`config.mk`:
```
export PLATFORM = sky130hd
export DESIGN_NAME = voice_scheduler
export DESIGN_NICKNAME = d
export VERILOG_FILES = /design/src/rtl/voice_scheduler_pkg.sv /design/src/rtl/voice_scheduler_param_ram.sv /design/src/rtl/voice_scheduler.sv
export SDC_FILE = /design/constraint.sdc
export NUM_CORES = 2
export LEC_CHECK = 0
export CAP_MARGIN = 30
export CORE_MARGIN = 8
export CORE_UTILIZATION = 63
export DETAILED_ROUTE_END_ITERATION = 6
export MAX_ROUTING_LAYER = met4
export PLACE_DENSITY = 0.8
export SLEW_MARGIN = 30
export SYNTH_ARGS = -nofsm -noshare
export SYNTH_HDL_FRONTEND = slang
export SYNTH_SLANG_ARGS = --single-unit
```
`constraint.sdc`:
```
create_clock -name clk -period 10.75 [get_ports clk]
set_input_delay 2.15 -clock clk [delete_from_list [all_inputs] [get_ports clk]]
set_output_delay 2.15 -clock clk [all_outputs]
set_load 0.05 [all_outputs]
```
`src/rtl/voice_scheduler_pkg.sv`:
```
// Shared types and constants for the polyphonic voice scheduler and its
// per-voice parameter store.
package voice_scheduler_pkg;

    localparam int SLOT_LEN  = 4;
    localparam int DRAIN_LEN = 8;
    localparam int ADDR_W    = 10;
    localparam int SAMPLE_W  = 18;

    typedef enum logic [2:0] {
        IDLE,
        SCAN,
        ISSUE_R,
        ISSUE_L,
        HOLD1,
        HOLD2,
        DRAIN
    } sched_state_t;

    typedef struct packed {
        logic                gate;
        logic [ADDR_W-1:0]   spread;
        logic [SAMPLE_W-1:0] velocity;
        logic [SAMPLE_W-1:0] volume;
    } voice_params_t;

endpackage

```
`src/rtl/voice_scheduler_param_ram.sv`:
```
// Per-voice register file: config write port, asynchronous read port for the
// scheduler, and a phase write-back port from the issue slot.
module voice_param_ram
    import voice_scheduler_pkg::*;
#(
    parameter  int NUM_VOICES = 16,
    parameter  int PHASE_W    = 24,
    localparam int IDX_W      = $clog2(NUM_VOICES)
) (
    input  logic               clk,
    input  logic               rst,
    input  logic               cfg_we,
    input  logic [IDX_W-1:0]   cfg_voice,
    input  voice_params_t      cfg_params,
    input  logic [PHASE_W-1:0] cfg_inc,
    input  logic [IDX_W-1:0]   rd_voice,
    output voice_params_t      rd_params,
    output logic [PHASE_W-1:0] rd_inc,
    output logic [PHASE_W-1:0] rd_phase,
    input  logic               wb_en,
    input  logic [IDX_W-1:0]   wb_voice,
    input  logic [PHASE_W-1:0] wb_phase
);

    voice_params_t      params_q [NUM_VOICES];
    logic [PHASE_W-1:0] inc_q    [NUM_VOICES];
    logic [PHASE_W-1:0] phase_q  [NUM_VOICES];
    logic               gate_rise;

    // A note-on restarts the voice from phase 0, even over a same-cycle write-back.
    assign gate_rise = cfg_we && cfg_params.gate && !params_q[cfg_voice].gate;

    always_ff @(posedge clk) begin
        if (rst) begin
            for (int i = 0; i < NUM_VOICES; i++) begin
                params_q[i] <= '0;
                inc_q[i]    <= '0;
                phase_q[i]  <= '0;
            end
        end else begin
            if (cfg_we) begin
                params_q[cfg_voice] <= cfg_params;
                inc_q[cfg_voice]    <= cfg_inc;
            end
            if (wb_en && !(gate_rise && (cfg_voice == wb_voice))) begin
                phase_q[wb_voice] <= wb_phase;
            end
            if (gate_rise) begin
                phase_q[cfg_voice] <= '0;
            end
        end
    end

    assign rd_params = params_q[rd_voice];
    assign rd_inc    = inc_q[rd_voice];
    assign rd_phase  = phase_q[rd_voice];

endmodule

```
`src/rtl/voice_scheduler.sv`:
```
// Walks all voices once per sample tick, issuing right/left wavetable
// addresses plus envelope and velocity to the shared soundgen datapath.
module voice_scheduler
    import voice_scheduler_pkg::*;
#(
    parameter  int NUM_VOICES = 16,
    parameter  int PHASE_W    = 24,
    localparam int IDX_W      = $clog2(NUM_VOICES)
) (
    input  logic                clk,
    input  logic                rst,
    input  logic                tick48k,
    input  logic                cfg_we,
    input  logic [IDX_W-1:0]    cfg_voice,
    input  logic                cfg_gate,
    input  logic [PHASE_W-1:0]  cfg_inc,
    input  logic [ADDR_W-1:0]   cfg_spread,
    input  logic [SAMPLE_W-1:0] cfg_velocity,
    input  logic [SAMPLE_W-1:0] cfg_volume,
    output logic [ADDR_W-1:0]   wavetable_r,
    output logic                wavetable_r_valid,
    output logic [ADDR_W-1:0]   wavetable_l,
    output logic                wavetable_l_valid,
    output logic [SAMPLE_W-1:0] volume_adsr,
    output logic [SAMPLE_W-1:0] velocity,
    output logic                busy,
    output logic                overrun
);

    localparam int DRAIN_CNT_W = $clog2(DRAIN_LEN);

    sched_state_t           state, state_n;
    logic [IDX_W-1:0]       idx, idx_n;
    logic [DRAIN_CNT_W-1:0] drain_cnt, drain_cnt_n;
    logic                   last_voice;
    logic                   wb_en;
    logic                   issue;

    voice_params_t          cfg_params;
    voice_params_t          rd_params;
    logic [PHASE_W-1:0]     rd_inc, rd_phase;
    logic [PHASE_W-1:0]     lat_phase, lat_inc;
    logic [ADDR_W-1:0]      lat_spread;

    assign cfg_params = '{gate: cfg_gate, spread: cfg_spread,
                          velocity: cfg_velocity, volume: cfg_volume};

    voice_param_ram #(
        .NUM_VOICES(NUM_VOICES),
        .PHASE_W   (PHASE_W)
    ) u_ram (
        .clk       (clk),
        .rst       (rst),
        .cfg_we    (cfg_we),
        .cfg_voice (cfg_voice),
        .cfg_params(cfg_params),
        .cfg_inc   (cfg_inc),
        .rd_voice  (idx),
        .rd_params (rd_params),
        .rd_inc    (rd_inc),
        .rd_phase  (rd_phase),
        .wb_en     (wb_en),
        .wb_voice  (idx),
        .wb_phase  (lat_phase + lat_inc)
    );

    assign last_voice = (idx == IDX_W'(NUM_VOICES - 1));
    assign issue      = (state == SCAN) && rd_params.gate;

    always_comb begin
        state_n     = state;
        idx_n       = idx;
        drain_cnt_n = drain_cnt;
        wb_en       = 1'b0;
        case (state)
            IDLE: begin
                if (tick48k) begin
                    idx_n   = '0;
                    state_n = SCAN;
                end
            end
            SCAN: begin
                if (rd_params.gate) begin
                    state_n = ISSUE_R;
                end else if (last_voice) begin
                    state_n     = DRAIN;
                    drain_cnt_n = '0;
                end else begin
                    idx_n = idx + 1'b1;
                end
            end
            ISSUE_R: state_n = ISSUE_L;
            ISSUE_L: begin
                wb_en   = 1'b1;
                state_n = HOLD1;
            end
            HOLD1:   state_n = HOLD2;
            HOLD2: begin
                if (last_voice) begin
                    state_n     = DRAIN;
                    drain_cnt_n = '0;
                end else begin
                    idx_n   = idx + 1'b1;
                    state_n = SCAN;
                end
            end
            DRAIN: begin
                if (drain_cnt == DRAIN_CNT_W'(DRAIN_LEN - 1)) begin
                    state_n = IDLE;
                end else begin
                    drain_cnt_n = drain_cnt + 1'b1;
                end
            end
            default: state_n = IDLE;
        endcase
    end

    // Valid strobes are single-cycle and unconditional: soundgen has no
    // back-pressure, it consumes each address in the cycle its valid is high.
    always_ff @(posedge clk) begin
        if (rst) begin
            state             <= IDLE;
            idx               <= '0;
            drain_cnt         <= '0;
            busy              <= 1'b0;
            overrun           <= 1'b0;
            wavetable_r       <= '0;
            wavetable_l       <= '0;
            wavetable_r_valid <= 1'b0;
            wavetable_l_valid <= 1'b0;
            volume_adsr       <= '0;
            velocity          <= '0;
            lat_phase         <= '0;
            lat_inc           <= '0;
            lat_spread        <= '0;
        end else begin
            state             <= state_n;
            idx               <= idx_n;
            drain_cnt         <= drain_cnt_n;
            busy              <= (state_n != IDLE);
            overrun           <= overrun | (tick48k & busy);
            wavetable_r_valid <= issue;
            wavetable_l_valid <= (state == ISSUE_R);
            if (issue) begin
                wavetable_r <= rd_phase[PHASE_W-1 -: ADDR_W];
                volume_adsr <= rd_params.volume;
                velocity    <= rd_params.velocity;
                lat_phase   <= rd_phase;
                lat_inc     <= rd_inc;
                lat_spread  <= rd_params.spread;
            end
            if (state == ISSUE_R) begin
                wavetable_l <= wavetable_r + lat_spread;
            end
        end
    end

endmodule

```
==> qor.yml <==
outcome:
  status: "finished, violations left"
  violations: "design-rule violations"
cts:
  tritoncts: "built"
  worstSkewPairLatency_ns: 0.80
  root_buffer: "clkbuf_16"
  path_clk_slew_ns: 0.06
  cts.sinks: 1642
  cts_buffers: 162
  cts_resized: 0
  clk_path_buf_depth: 3
  htree_levels: 4
  postCtsSetupRepairBufs: 0
  postCtsHoldBufs: 0
hold_path:
  hold_path_class: "register to register"
  min_path_cells: 2
  worstHoldStart: "lat_inc[21]"
  min_to: "lat_inc[21]"
detailed_routing:
  drcViolationCount: 2
  dr.pass1.iters: 7
  first_iter_violations: 6946
  routed_wl_um: 205000
  via_per_inst: 6.75
  ant_nets: 0
  wl_per_cell_um: 28.5
  num_vias: 48400
die:
  rows: 125
  initial_core_util_pct: 63.4
  coreArea_mm2: 0.116
  die_y_um: 358
  io_pins: 139
  die-area_mm2: 0.128
  die_x_um: 358
worst_setup_path:
  cp_top_family: "buffers and inverters"
  critPathSlowestCell: "buf_4"
  rrSetupSlack_ns: 6.31
  cpPeakStageDelay_ns: 0.78
  critPathKind: "input port to register"
  cp-start-kind: "input port"
  endpoint_kind: "register"
  cp_cell_sequence: "clkdlybuf4s50_1 -> nor2b_1 -> nand3b_1 -> nor3_2 -> buf_4 -> or2_4 -> buf_4"
  r2r_cells: 7
  reg2reg_to: "lat_spread[6]"
  crit_fanout: 71
  path_buf_inv: 3
  path_common_cell: "buf_4"
  arrival_ns: 6.13
  cp.required_ns: 11.15
synth:
  yosys_warnings: 0
  synth_edf_count: 1136
  synth_top_family_by_area: "simple AND/OR/NAND/NOR gates"
  synth_compound_area_share_pct: 4.53
  yosysSeqAreaShare_pct: 60.2
  synth_flop_cell: "edfxtp_1"
  synth_area_leaders: "edfxtp_1 46%, mux4_2 15%, dfxtp_1 14%"
  synth_top_area_share_pct: 46.4
  netlist_area_mm2: 0.0735
  ys_async_sr_fraction_pct: 0
  synth_xor_area_share_pct: 0.393
  synth.mux.area_fraction_pct: 14.7
  synthSimpleGateAreaFrac_pct: 16.5
  syn_avg_cell_area_um2: 13.1
  synth_adder_area_share_pct: 0.701
  synth_cell_types: 53
  netlist_instances: 5615
  synth_nets: 5734
  ys_seq_elements: 1642
  yosysTopAreaCell: "edfxtp_1"
finish:
  layout.nets: 5614
  layout_commonest_cell: "edfxtp_1"
  area_growth_pct: 10.7
  multiInputGateArea_mm2: 0.0277
  layout_common_cells: "1,136 x edfxtp_1, 1,129 x and2_1, 498 x dfxtp_1"
  nFillCells: 7419
  layout.area.seq_mm2: 0.0443
  drive_above_1_share_pct: 16.1
flow_run:
  maxCapViolations: 0
sta:
  rsz0062_at_grt: "no"
  fin_setup_tns_ns: 0
  slew_violations: 0
  finalCritPeriodShare_pct: 53.2
  setup_viol: 0
  finClkSkew_ns: 0.0390
  timing.slew.headroom_pct: 30.4
  fmax_mhz: 175
  period_needed_ns: 5.72
  finalHoldViolCount: 0
  tightest_slew_ns: 1.04
power:
  power.switching_mw: 3.39
  vdd_drop_max_uv: 167
  pwr_density_cell_mw_per_mm2: 172
  power.leakage_nw: 27.4
  internal_power_mw: 10.6
  power_frac_clock_pct: 38.9
  pwr-share-comb_pct: 10.0
  finalPower_mw: 14.0
  seq_power_share_pct: 51.1
  swShare_pct: 24.2
place:
  port_buffers: 138
  hpwl_um: 115000
  gp_congestion: 0.900
global_routing:
  grt_usage_pct: 32.8
  grt_pass1_wl_um: 306000
  grt_pass1_vias: 48000
  overflow: 0
  grt_max_degree: 147
  grt_antenna_before_repair: 27
## worst min-delay path, cell delays in order (launching register included)
cell,delay [ns]
dfxtp_1,0.31
nand2_1,0.05
a21oi_1,0.05
## how the worst max path moves through the flow
stage	start	to	cells after the start
final	cfg_we	u_ram.params_q[2][7]	7
after global routing	cfg_voice[1]	u_ram.inc_q[2][3]	6
after CTS	cfg_we	u_ram.inc_q[2][3]	7
after detailed placement	cfg_we	u_ram.params_q[2][17]	7
after global placement	cfg_voice[3]	u_ram.phase_q[0][23]	8
after floorplan	cfg_voice[2]	u_ram.inc_q[9][0]	4
## Yosys cell counts, drive strengths merged (4+ instances only)
cell,count
edfxtp,1136
and2,1133
dfxtp,506
mux4,480
nand2,474
clkbuf,423
a21oi,419
nand3,324
nor2,202
buf,113
and3,57
a31oi,54
o31ai,49
ha,38
o21ai,29
nor3,28
xnor2,23
nand4b,13
a21o,11
inv,11
nor2b,11
xor2,10
o21bai,7
nand2b,6
o21a,6
or2,6
nand3b,5
or3,4
## power groups by stage
stage	Combinational, mW	Sequential, mW	Clock (mW)
6_report	1.40	7.16	5.46
3_5_place_dp	1.38	7.29	0
2_1_floorplan	0.854	7.34	0
5_1_grt	1.47	7.19	5.70
3_3_place_gp	1.33	7.29	0
4_1_cts	1.39	7.16	5.47
## stage by stage
stage / util [%] / instances / cell area [um^2] / hold WS [ns] / setup WS, ns
global route: 70.1 / 7175 / 81400 / 0.474 / 4.92
floorplan: - / 5615 / 73500 / 0.440 / 2.46
CTS: 70.0 / 7149 / 81200 / 0.455 / 5.10
finish: 70.1 / 7180 / 81400 / 0.457 / 5.03
global placement: 65.4 / 6845 / 75900 / 0.443 / 4.21
detailed placement: 65.6 / 6850 / 76200 / 0.447 / 4.30
## cell families (layout without fill, tap and decap cells)
| logic type | Yosys count | after routing |
|---|---|---|
| multiplexers | 481 | 481 |
| buffers and inverters | 548 | 563 |
| AO/OA/AOI/OAI | 599 | 599 |
| AND/OR/NAND/NOR | 2272 | 2272 |
| XOR/XNOR | 33 | 33 |
| flip-flops | 1642 | 1642 |
| other | 0 | 26 |
| adder cells (fa/ha/maj) | 40 | 40 |
## state kept, by name, indices dropped and copies added (netlist names), 3 cells and up, named ones only
| signal | flops |
|---|---|
| state | 3 |
| drain_cnt | 3 |
| wavetable_r | 9 |
| u_ram.phase_q | 384 |
| idx | 4 |
| lat_spread | 10 |
| velocity | 18 |
| u_ram.inc_q | 384 |
| lat_inc | 24 |
| wavetable_l | 10 |
| u_ram.params_q | 752 |
| lat_phase | 15 |
| volume_adsr | 18 |
## area by class of cell
| cell class | count | share of cell area, % |
|---|---|---|
| diodes | 26 | 0.0799 |
| clock buffers | 242 | 5.66 |
| clock inverters | 57 | 0.539 |
| inverters | 12 | 0.0646 |
| multi-input cells | 3425 | 34.0 |
| flip-flops and latches | 1642 | 54.4 |
| well taps | 1524 | 2.34 |
| repair buffers | 252 | 2.95 |
## metal layers
metal | up-vias | GRT usage (%) | share of wire [%]
met3 | 614 | 7.07 | 12
met1 | 24300 | 41.7 | 35
li1 | 20200 | - | -
met4 | 0 | 13.7 | 4.4
met5 | - | - | 0
met2 | 3351 | 51.8 | 48
No activity file was read; power rests on OpenSTA's default activity.
